<file path="src/rtl/button_conditioner_if.sv">
// rtl/button_conditioner_if.sv - raw button inputs and conditioned pulse outputs
interface button_conditioner_if #(
   parameter int N_BTN = 6
);
   logic [N_BTN-1:0] i_btn;
   logic [N_BTN-1:0] o_level;
   logic [N_BTN-1:0] o_press;
   logic [N_BTN-1:0] o_release;
   logic [N_BTN-1:0] o_rep;

   modport master (
      output i_btn,
      input  o_level, o_press, o_release, o_rep
   );

   modport slave (
      input  i_btn,
      output o_level, o_press, o_release, o_rep
   );
endinterface

</file>
<file path="src/rtl/button_conditioner.sv">
// rtl/button_conditioner.sv - per-channel sync, debounce, edge pulses and auto-repeat
module button_conditioner #(
   parameter int               N_BTN           = 6,
   parameter int               DEBOUNCE_CYCLES = 1_000_000,
   parameter int               REPEAT_DELAY    = 50_000_000,
   parameter int               REPEAT_RATE     = 10_000_000,
   parameter logic [N_BTN-1:0] REPEAT_MASK     = N_BTN'(6'b000111)
) (
   input  logic                 clk,
   input  logic                 rst,
   button_conditioner_if.slave  bus
);
   localparam int RMAX = (REPEAT_DELAY > REPEAT_RATE) ? REPEAT_DELAY : REPEAT_RATE;
   localparam int DW   = $clog2(DEBOUNCE_CYCLES + 1);
   localparam int RW   = $clog2(RMAX + 1);

   localparam logic [DW-1:0] D_TERM    = DW'(DEBOUNCE_CYCLES - 1);
   localparam logic [RW-1:0] DLY_TERM  = RW'(REPEAT_DELAY - 1);
   localparam logic [RW-1:0] RATE_TERM = RW'(REPEAT_RATE - 1);

   localparam logic [1:0] ST_IDLE  = 2'd0;
   localparam logic [1:0] ST_DELAY = 2'd1;
   localparam logic [1:0] ST_RATE  = 2'd2;

   logic [N_BTN-1:0] level_vec;
   logic [N_BTN-1:0] press_vec;
   logic [N_BTN-1:0] release_vec;
   logic [N_BTN-1:0] rep_vec;

   for (genvar k = 0; k < N_BTN; k++) begin : g_ch
      logic          sync1_q, sync2_q;
      logic          stable_q, stable_d;
      logic          level_q, press_q, release_q;
      logic [DW-1:0] dcnt_q, dcnt_d;
      logic [1:0]    state_q, state_d;
      logic [RW-1:0] rcnt_q, rcnt_d;
      logic          rep_fire;

      // Count only consecutive disagreeing samples; any agreement restarts the run.
      always_comb begin
         stable_d = stable_q;
         dcnt_d   = '0;
         if (sync2_q != stable_q) begin
            if (dcnt_q == D_TERM) begin
               stable_d = sync2_q;
            end else begin
               dcnt_d = dcnt_q + DW'(1);
            end
         end
      end

      // level_q gates the pulse so a count expiring in the release cycle is dropped.
      assign rep_fire = level_q &&
                        (((state_q == ST_DELAY) && (rcnt_q == DLY_TERM)) ||
                         ((state_q == ST_RATE)  && (rcnt_q == RATE_TERM)));

      always_comb begin
         state_d = state_q;
         rcnt_d  = rcnt_q;
         case (state_q)
            ST_IDLE: begin
               if (press_q) begin
                  state_d = ST_DELAY;
                  rcnt_d  = '0;
               end
            end
            ST_DELAY: begin
               if (!level_q) begin
                  state_d = ST_IDLE;
                  rcnt_d  = '0;
               end else if (rcnt_q == DLY_TERM) begin
                  state_d = ST_RATE;
                  rcnt_d  = '0;
               end else begin
                  rcnt_d = rcnt_q + RW'(1);
               end
            end
            ST_RATE: begin
               if (!level_q) begin
                  state_d = ST_IDLE;
                  rcnt_d  = '0;
               end else if (rcnt_q == RATE_TERM) begin
                  rcnt_d = '0;
               end else begin
                  rcnt_d = rcnt_q + RW'(1);
               end
            end
            default: begin
               state_d = ST_IDLE;
               rcnt_d  = '0;
            end
         endcase
         if (!REPEAT_MASK[k]) begin
            state_d = ST_IDLE;
            rcnt_d  = '0;
         end
      end

      always_ff @(posedge clk or negedge rst) begin
         if (!rst) begin
            sync1_q   <= 1'b0;
            sync2_q   <= 1'b0;
            stable_q  <= 1'b0;
            dcnt_q    <= '0;
            level_q   <= 1'b0;
            press_q   <= 1'b0;
            release_q <= 1'b0;
            state_q   <= ST_IDLE;
            rcnt_q    <= '0;
         end else begin
            sync1_q   <= bus.i_btn[k];
            sync2_q   <= sync1_q;
            stable_q  <= stable_d;
            dcnt_q    <= dcnt_d;
            level_q   <= stable_q;
            press_q   <= stable_q & ~level_q;
            release_q <= ~stable_q & level_q;
            state_q   <= state_d;
            rcnt_q    <= rcnt_d;
         end
      end

      assign level_vec[k]   = level_q;
      assign press_vec[k]   = press_q;
      assign release_vec[k] = release_q;
      assign rep_vec[k]     = press_q | rep_fire;
   end

   assign bus.o_level   = level_vec;
   assign bus.o_press   = press_vec;
   assign bus.o_release = release_vec;
   assign bus.o_rep     = rep_vec;
endmodule
</file>
<file path="src/flat_wrapper.sv">
// flat-port wrapper written by rule: the top's interface ports become plain ports
module button_conditioner_flat 
#(
   parameter int               N_BTN           = 6,
   parameter int               DEBOUNCE_CYCLES = 1_000_000,
   parameter int               REPEAT_DELAY    = 50_000_000,
   parameter int               REPEAT_RATE     = 10_000_000,
   parameter logic [N_BTN-1:0] REPEAT_MASK     = N_BTN'(6'b000111)
)
  (clk, rst, bus_i_btn, bus_o_level, bus_o_press, bus_o_release, bus_o_rep);
  button_conditioner_if #(.N_BTN(N_BTN)) bus_i ();
  input  logic clk;
  input  logic rst;
  input wire logic [$bits(bus_i.i_btn)-1:0] bus_i_btn;
  output wire logic [$bits(bus_i.o_level)-1:0] bus_o_level;
  output wire logic [$bits(bus_i.o_press)-1:0] bus_o_press;
  output wire logic [$bits(bus_i.o_release)-1:0] bus_o_release;
  output wire logic [$bits(bus_i.o_rep)-1:0] bus_o_rep;
  assign bus_i.i_btn = bus_i_btn;
  assign bus_o_level = bus_i.o_level;
  assign bus_o_press = bus_i.o_press;
  assign bus_o_release = bus_i.o_release;
  assign bus_o_rep = bus_i.o_rep;
  button_conditioner #(.N_BTN(N_BTN), .DEBOUNCE_CYCLES(DEBOUNCE_CYCLES), .REPEAT_DELAY(REPEAT_DELAY), .REPEAT_RATE(REPEAT_RATE), .REPEAT_MASK(REPEAT_MASK)) u_core (.clk(clk), .rst(rst), .bus(bus_i));
endmodule
</file>
<file path="config.mk">
export PLATFORM = sky130hd
export DESIGN_NAME = button_conditioner_flat
export DESIGN_NICKNAME = d
export VERILOG_FILES = /design/src/rtl/button_conditioner_if.sv /design/src/rtl/button_conditioner.sv /design/src/flat_wrapper.sv
export SDC_FILE = /design/constraint.sdc
export NUM_CORES = 1
export LEC_CHECK = 0
export BUFFER_PORTS_ARGS = -buffer_cell sky130_fd_sc_hd__buf_2
export CAP_MARGIN = 15
export CORE_MARGIN = 1
export CORE_UTILIZATION = 63
export CTS_BUF_LIST = sky130_fd_sc_hd__clkbuf_8 sky130_fd_sc_hd__clkbuf_16
export CTS_CLUSTER_DIAMETER = 80
export DETAILED_ROUTE_END_ITERATION = 16
export HOLD_SLACK_MARGIN = 0.06
export PLACE_DENSITY = 0.89
export SYNTH_ARGS = -nofsm -noshare
export SYNTH_HDL_FRONTEND = slang
export SYNTH_SLANG_ARGS = --single-unit
export TNS_END_PERCENT = 5
</file>
<file path="constraint.sdc">
create_clock -name clk -period 2.8 [get_ports clk]
set_input_delay 0.7 -clock clk [delete_from_list [all_inputs] [get_ports clk]]
set_output_delay 0.7 -clock clk [all_outputs]
set_load 0.02 [all_outputs]
</file>
==> results of run 1 <==
-- area by class of cell --
type,instances,area share (%)
Multi-Input combinational cell,1042,44.38
Sequential cell,240,41.68
Clock buffer,32,5.083
Timing Repair Buffer,78,3.929
Tap cell,270,2.342
Inverter,51,1.327
Clock inverter,16,1.258
-- cells in the final DEF (no fill, tap or decap), drive strengths merged, types with 34 or more instances in the layout --
| cell | Yosys | layout |
|---|---|---|
| dfrtp | 240 | 240 |
| nand2 | 193 | 193 |
| nor2 | 175 | 175 |
| xnor2 | 83 | 83 |
| buf | 33 | 77 |
| nand3 | 65 | 65 |
| nor4 | 57 | 57 |
| inv | 50 | 51 |
| o221ai | 49 | 49 |
| nor3 | 43 | 43 |
| nand4 | 42 | 42 |
| xor2 | 34 | 34 |
| and2 | 34 | 34 |
-- kinds of logic (layout without fill, tap and decap cells) --
kind of cell             count (synthesis)  count (layout)  share of synthesized area, %
adder cells (fa/ha/maj)                 18              18                         1.737
buffers and inverters                  139             177                         4.748
AND/OR/NAND/NOR                        731             731                         28.01
multiplexers                             7               7                        0.6080
XOR/XNOR                               117             117                         7.903
flip-flops                             240             240                         46.32
AO/OA/AOI/OAI                          169             169                         10.67
-- synthesized netlist by cell type, types with 16 or more instances --
master | number | area (sq um)
and2_1 | 34 | 212.7
nor2_1 | 175 | 656.9
inv_1 | 50 | 187.7
nor4_1 | 57 | 356.6
buf_4 | 21 | 157.7
or4_1 | 16 | 120.1
nor3_1 | 43 | 215.2
clkbuf_1 | 55 | 206.5
and3_1 | 23 | 143.9
nand4_1 | 42 | 262.8
dfrtp_1 | 240 | 6006
nor2b_1 | 26 | 162.7
o221ai_1 | 49 | 429.2
nand3_1 | 65 | 325.3
xor2_1 | 34 | 297.8
xnor2_1 | 83 | 727.0
nand2_1 | 193 | 724.4
ha_1 | 18 | 225.2
o2111ai_1 | 17 | 148.9
-- repair_timing --
item | CTS | global route
setup endpoints to repair | 3 | 3
buffers inserted | 2 | 2
gates cloned | 0 | 0
hold buffers | 1 | 0
pin swaps | 3 | 1
resized for setup | 16 | 5
endpoints found under the hold margin | 18 | 0
-- worst max path at each step --
stage	slack, ns	cells after the start	start	endpoint
2_1_floorplan	0.15	6	u_core.g_ch[1].rcnt_q[8]	bus_o_rep[1]
3_3_place_gp	0.14	6	u_core.g_ch[1].rcnt_q[11]	bus_o_rep[1]
3_5_place_dp	0.14	6	u_core.g_ch[1].rcnt_q[11]	bus_o_rep[1]
4_1_cts	-0.38	6	u_core.g_ch[2].rcnt_q[16]	bus_o_rep[2]
5_1_grt	-0.45	6	u_core.g_ch[2].rcnt_q[16]	bus_o_rep[2]
6_report	-0.39	6	u_core.g_ch[1].rcnt_q[18]	bus_o_rep[1]
-- sequential cells by signal, indices dropped and copies added, names as in the netlist --
name / count
u_core.g_ch.press_q: 6
u_core.g_ch.rcnt_q: 78
u_core.g_ch.stable_q: 6
u_core.g_ch.level_q: 6
u_core.g_ch.sync2_q: 6
u_core.g_ch.sync1_q: 6
u_core.g_ch.state_q: 6
u_core.g_ch.release_q: 6
u_core.g_ch.dcnt_q: 120
-- per-layer routing --
metal / routed length (um) / GRT usage [%]
met1: 12450 / 37.45
met2: 14240 / 47.07
met3: 1530 / 3.636
met4: 751 / 9.158
met5: 0 / 0
-- power by group --
group / switching, mW / total (mW) / leakage [nW] / internal [mW]
clock: 1.49 / 3.56 / 0.433 / 2.07
sequential: 0.0215 / 3.52 / 3.30 / 3.50
combinational: 0.119 / 0.161 / 2.38 / 0.0421
-- through the flow --
stage / TNS [ns] / util (%) / total power, mW / hold slack, ns
finish: -1.073 / 71.29 / 7.239 / 0.2456
global route: -1.289 / 71.29 / 7.460 / 0.2293
CTS: -0.9792 / 71.14 / 7.296 / 0.2317
detailed placement: 0 / 66.24 / 3.747 / 0.3379
global placement: 0 / 66.24 / 3.738 / 0.3332
floorplan: 0 / - / 3.642 / 0.3312
==> run metrics, run 1 <==
Static Leak 6.120 nW; R2R Path Start u_core.g_ch[1].rcnt_q[11]; capture point of the worst reg-to-reg path u_core.g_ch[1].rcnt_q[17]; # DRC 0; nature of the critical path endpoint primary output; final worst-path cycle share 114.0%; CP top delay family simple AND/OR/NAND/NOR gates; CORE AREA 0.02023 sq mm; crit path time final 3.192 ns; DR WL/cell 16.76 um; detailed router's first-iteration violation count 917; Hold EP u_core.g_ch[5].sync1_q; initial core utilization 64.08%; final hold vios 0; failing checks setup timing; crit path launch type flop; H-tree Lvls 1; Vias/cell 6.270; Layout fillers 1,328; Post-Syn Instances 1,421; final instance area 0.01443 sq mm; clk sink count 240; placed insts 1,676; hpwl dp 18,230 um; # IOs 32; number of global-route vias before repair 10,620; via count 10,840; post-synthesis average cell area 9.125 sq um; Routed Antenna Nets 0; Seq. cell area 0.006012 sq mm; Placer Congestion 0.9554; later-pin clock latency in the skew report 0.55 ns; Final Net Count 1,465; commonest register cell after synthesis dfrtp_1; Slew headroom 39.67%; beginning of the worst hold path bus_i_btn[5]; layout cells sized above 1 10.90%; slowest stage delay, CP 0.53 ns; clock skew 0.01384 ns; peak supply drop 0.5271 mV; PortBufs 31; CTS tree built; status finished, violations left; Async SR Flop Fraction 100.0%; Mapped Area 0.01297 sq mm; Worst Setup Slack post-DPL 0.1400 ns; worst-path cell chain or4bb_1, or4_4, nor2_2, a22o_1, a21o_1, buf_6; die height 145.5 um; Die X 145.5 um; Post-Place Cell Area 0.01340 sq mm; grt total ovfl 0; r2r worst-path depth 7; synthesized flop and latch total 240; final setup violation count 3; initial antenna violation count 0; slew at the pin closest to its max-slew limit 0.9049 ns; pin count of the biggest net entering global routing 68; area occupied by multi-input gates 0.006402 sq mm; first-pass GRT wire length 50,000 um; Seq/Total Area, Yosys 46.32%; reg-to-reg setup timing slack 0.19 ns; CTS Root Cell clkbuf_16; Power Density 501.8 mW/mm^2; Ys Warns 0; final WL 28,970 um; CTS Buffer Depth 3; Worst Slack Setup Final -0.3919 ns; TritonCTS Buffers 26; TritonRoute pass-1 iters 5; clock transition at the registers of the reported paths 0.06 ns; Layout area overhead 11.25%; Hold Crit Depth 1; GRT Overall Usage 27.86%; Non-Filler Instances 1,729; critical path type flop to primary output; Crit-path slowest cell or4_4; crit path max fanout 3; die area 0.02116 sq mm; Max-Cap Viols 0; synth unique cells 60; Critical path buffers and inverters 1; num rows 52; EDFF count, synth 0; syn nets 1,447; RSZ-0062 raised after global routing yes; Ant. Diodes 0; worst hold path class primary input to flop; CP arrival 2.49 ns; fin. max-slew vios 0; CP required 2.10 ns; fmax 313.3 MHz
(Power assumes the default switching activity.)
==> inputs of run 2 (changes only) <==
--- a/config.mk
+++ b/config.mk
@@ -5,13 +5,14 @@
 export SDC_FILE = /design/constraint.sdc
 export NUM_CORES = 1
 export LEC_CHECK = 0
-export BUFFER_PORTS_ARGS = -buffer_cell sky130_fd_sc_hd__buf_2
+export BUFFER_PORTS_ARGS = -buffer_cell sky130_fd_sc_hd__buf_4
 export CAP_MARGIN = 15
 export CORE_MARGIN = 1
 export CORE_UTILIZATION = 63
 export CTS_BUF_LIST = sky130_fd_sc_hd__clkbuf_8 sky130_fd_sc_hd__clkbuf_16
 export CTS_CLUSTER_DIAMETER = 80
 export DETAILED_ROUTE_END_ITERATION = 16
+export GPL_ROUTABILITY_DRIVEN = 0
 export HOLD_SLACK_MARGIN = 0.06
 export PLACE_DENSITY = 0.89
 export SYNTH_ARGS = -nofsm -noshare
==> run metrics, run 2 (synthesis gave the netlist of run 1 again) <==
status finished, violations left; failing checks setup timing; pin count of the biggest net entering global routing 86 (+26%); detailed router's first-iteration violation count 1,108 (+21%); Reg with most FFs u_core.g_ch.dcnt_q; CTS tree built; crit path max fanout 7 (+4); CP required 2.10 ns (about the same); capture point of the worst reg-to-reg path u_core.g_ch[1].rcnt_q[25]; final worst-path cycle share 114.9% (+0.88 points); CTS Root Cell clkbuf_16; Vias/cell 6.309 (+0.62%); Final Net Count 1,463 (-0.14%); H-tree Lvls 1 (unchanged); total power 7.792 mW (+7.6%); Power Density 533.9 mW/mm^2 (+6.4%); number of global-route vias before repair 10,780 (+1.4%); Static Leak 6.194 nW (+1.2%); hpwl dp 18,660 um (+2.4%); Routed Antenna Nets 0 (unchanged); # DRC 0 (unchanged); Ant. Diodes 0 (unchanged); R2R Path Start u_core.g_ch[1].rcnt_q[8]; Post CTS Setup Buffer Count 0 (-2); Max-Cap Viols 0 (unchanged); Worst Setup Slack post-DPL 0.1060 ns (-0.03400 ns); crit path time final 3.217 ns (+0.02470 ns); final hold vios 0 (unchanged); TritonCTS Buffers 26 (unchanged); slew at the pin closest to its max-slew limit 0.9256 ns (+0.02061 ns); initial antenna violation count 0 (unchanged); die height 145.5 um (unchanged); Crit-path slowest cell or4bb_1; most frequent cells in the layout dfrtp_1, nand2_1, nor2_1; crit path launch type flop; initial core utilization 64.08% (unchanged); Die X 145.5 um (unchanged); CORE AREA 0.02023 sq mm (unchanged); Critical path buffers and inverters 1 (unchanged); CP top delay family simple AND/OR/NAND/NOR gates; fmax 310.9 MHz (-0.77%); clock skew 0.02114 ns (+0.007305 ns); final instance area 0.01460 sq mm (+1.2%); layout cells sized above 1 10.30% (-0.60 points); # IOs 32 (unchanged); commonest non-fill, non-tap cell in the layout dfrtp_1; fin. max-slew vios 0 (unchanged); clock transition at the registers of the reported paths 0.07 ns (about the same); slowest stage delay, CP 0.52 ns (about the same); RSZ-0062 raised after global routing yes; DR WL/cell 16.93 um (+1.1%); GRT Overall Usage 28.00% (+0.14 points); final setup violation count 3 (unchanged); placed insts 1,679 (+0.18%); Post-Place Cell Area 0.01351 sq mm (+0.82%); Worst Slack Setup Final -0.4166 ns (-0.02470 ns); peak supply drop 0.4551 mV (-14%); nature of the critical path endpoint primary output; max FFs per register 120 (unchanged); Layout area overhead 12.56%; largest registers u_core.g_ch.dcnt_q x120, u_core.g_ch.rcnt_q x78; later-pin clock latency in the skew report 0.55 ns (about the same); Slew headroom 38.30% (-1.4 points); reg-to-reg setup timing slack 0.17 ns (-0.02 ns); critical path type flop to primary output; TritonRoute pass-1 iters 5 (unchanged); worst hold path class primary input to asynchronous set/reset pin; Non-Filler Instances 1,727 (-0.12%); CP arrival 2.52 ns (+0.03 ns); num rows 52 (unchanged); via count 10,900 (+0.51%); Layout fillers 1,369 (+3.1%); final WL 29,250 um (+0.95%); r2r worst-path depth 6 (-1); die area 0.02116 sq mm (unchanged); clk sink count 240 (unchanged); CTS Buffer Depth 3 (unchanged); PortBufs 31 (unchanged); worst-path cell chain or4bb_1, or4_4, nor2_2, a22o_1, a21o_1, buf_4; first-pass GRT wire length 49,940 um (-0.12%); grt total ovfl 0 (unchanged)
[run 2: worst reg2reg max path, cell delays in order, from the launching register on]
cell and delay, ns:
dfrtp_1 0.38, buf_4 0.16, or4b_1 0.51, or4_1 0.48
o41a_1 0.45, o21ai_0 0.36, o21ai_0 0.16
[run 2: how the worst max path moves through the flow]
stage | startpoint | end | slack (ns) | cells past startpoint
2_1_floorplan | u_core.g_ch[1].rcnt_q[8] | bus_o_rep[1] | 0.15 | 6
3_3_place_gp | u_core.g_ch[1].rcnt_q[11] | bus_o_rep[1] | 0.15 | 6
3_5_place_dp | u_core.g_ch[1].rcnt_q[11] | bus_o_rep[1] | 0.11 | 6
4_1_cts | u_core.g_ch[1].rcnt_q[11] | bus_o_rep[1] | -0.42 | 6
5_1_grt | u_core.g_ch[1].rcnt_q[11] | bus_o_rep[1] | -0.50 | 6
6_report | u_core.g_ch[1].rcnt_q[18] | bus_o_rep[1] | -0.42 | 6
[run 2: through the flow]
stage	util [%]	setup TNS [ns]	hold WS, ns
2_1_floorplan	-	0	0.3312
6_report	72.13	-1.050	0.1638
4_1_cts	72.09	-1.008	0.1897
3_3_place_gp	66.78	0	0.3344
5_1_grt	72.13	-1.370	0.2167
3_5_place_dp	66.78	0	0.3370
[run 2: area by class of cell]
class                   instances  area, sq um  share of cell area [%]
clock buffers                  31        719.4                   4.929
repair buffers                 76        628.1                   4.303
clock inverters                17        332.8                   2.280
well taps                     270        337.8                   2.315
flip-flops and latches        240         6007                   41.16
inverters                      51        191.4                   1.312
multi-input cells            1042         6379                   43.70
[run 2: power breakdown]
part | switching (mW) | internal [mW] | leakage [nW] | total [mW]
logic | 0.122 | 0.0456 | 2.38 | 0.167
clock network | 1.51 | 2.60 | 0.508 | 4.11
registers | 0.0223 | 3.50 | 3.31 | 3.52
[run 2: per-layer routing]
layer / vias to the layer above / global-route usage (%) / part of all wire [%]
met1: 5279 / 35.86 / 41
met2: 447 / 48.63 / 50
met4: 0 / 10.53 / 2.7
met3: 85 / 3.762 / 5.6
li1: 5085 / - / -
met5: - / 0 / 0
[run 2: repair_timing]
item | in CTS | in global routing
setup endpoints to repair | 3 | 3
hold endpoints to repair | 0 | 0
pin swaps | 3 | 0
hold buffers | 0 | 0
gates resized for setup | 7 | 2
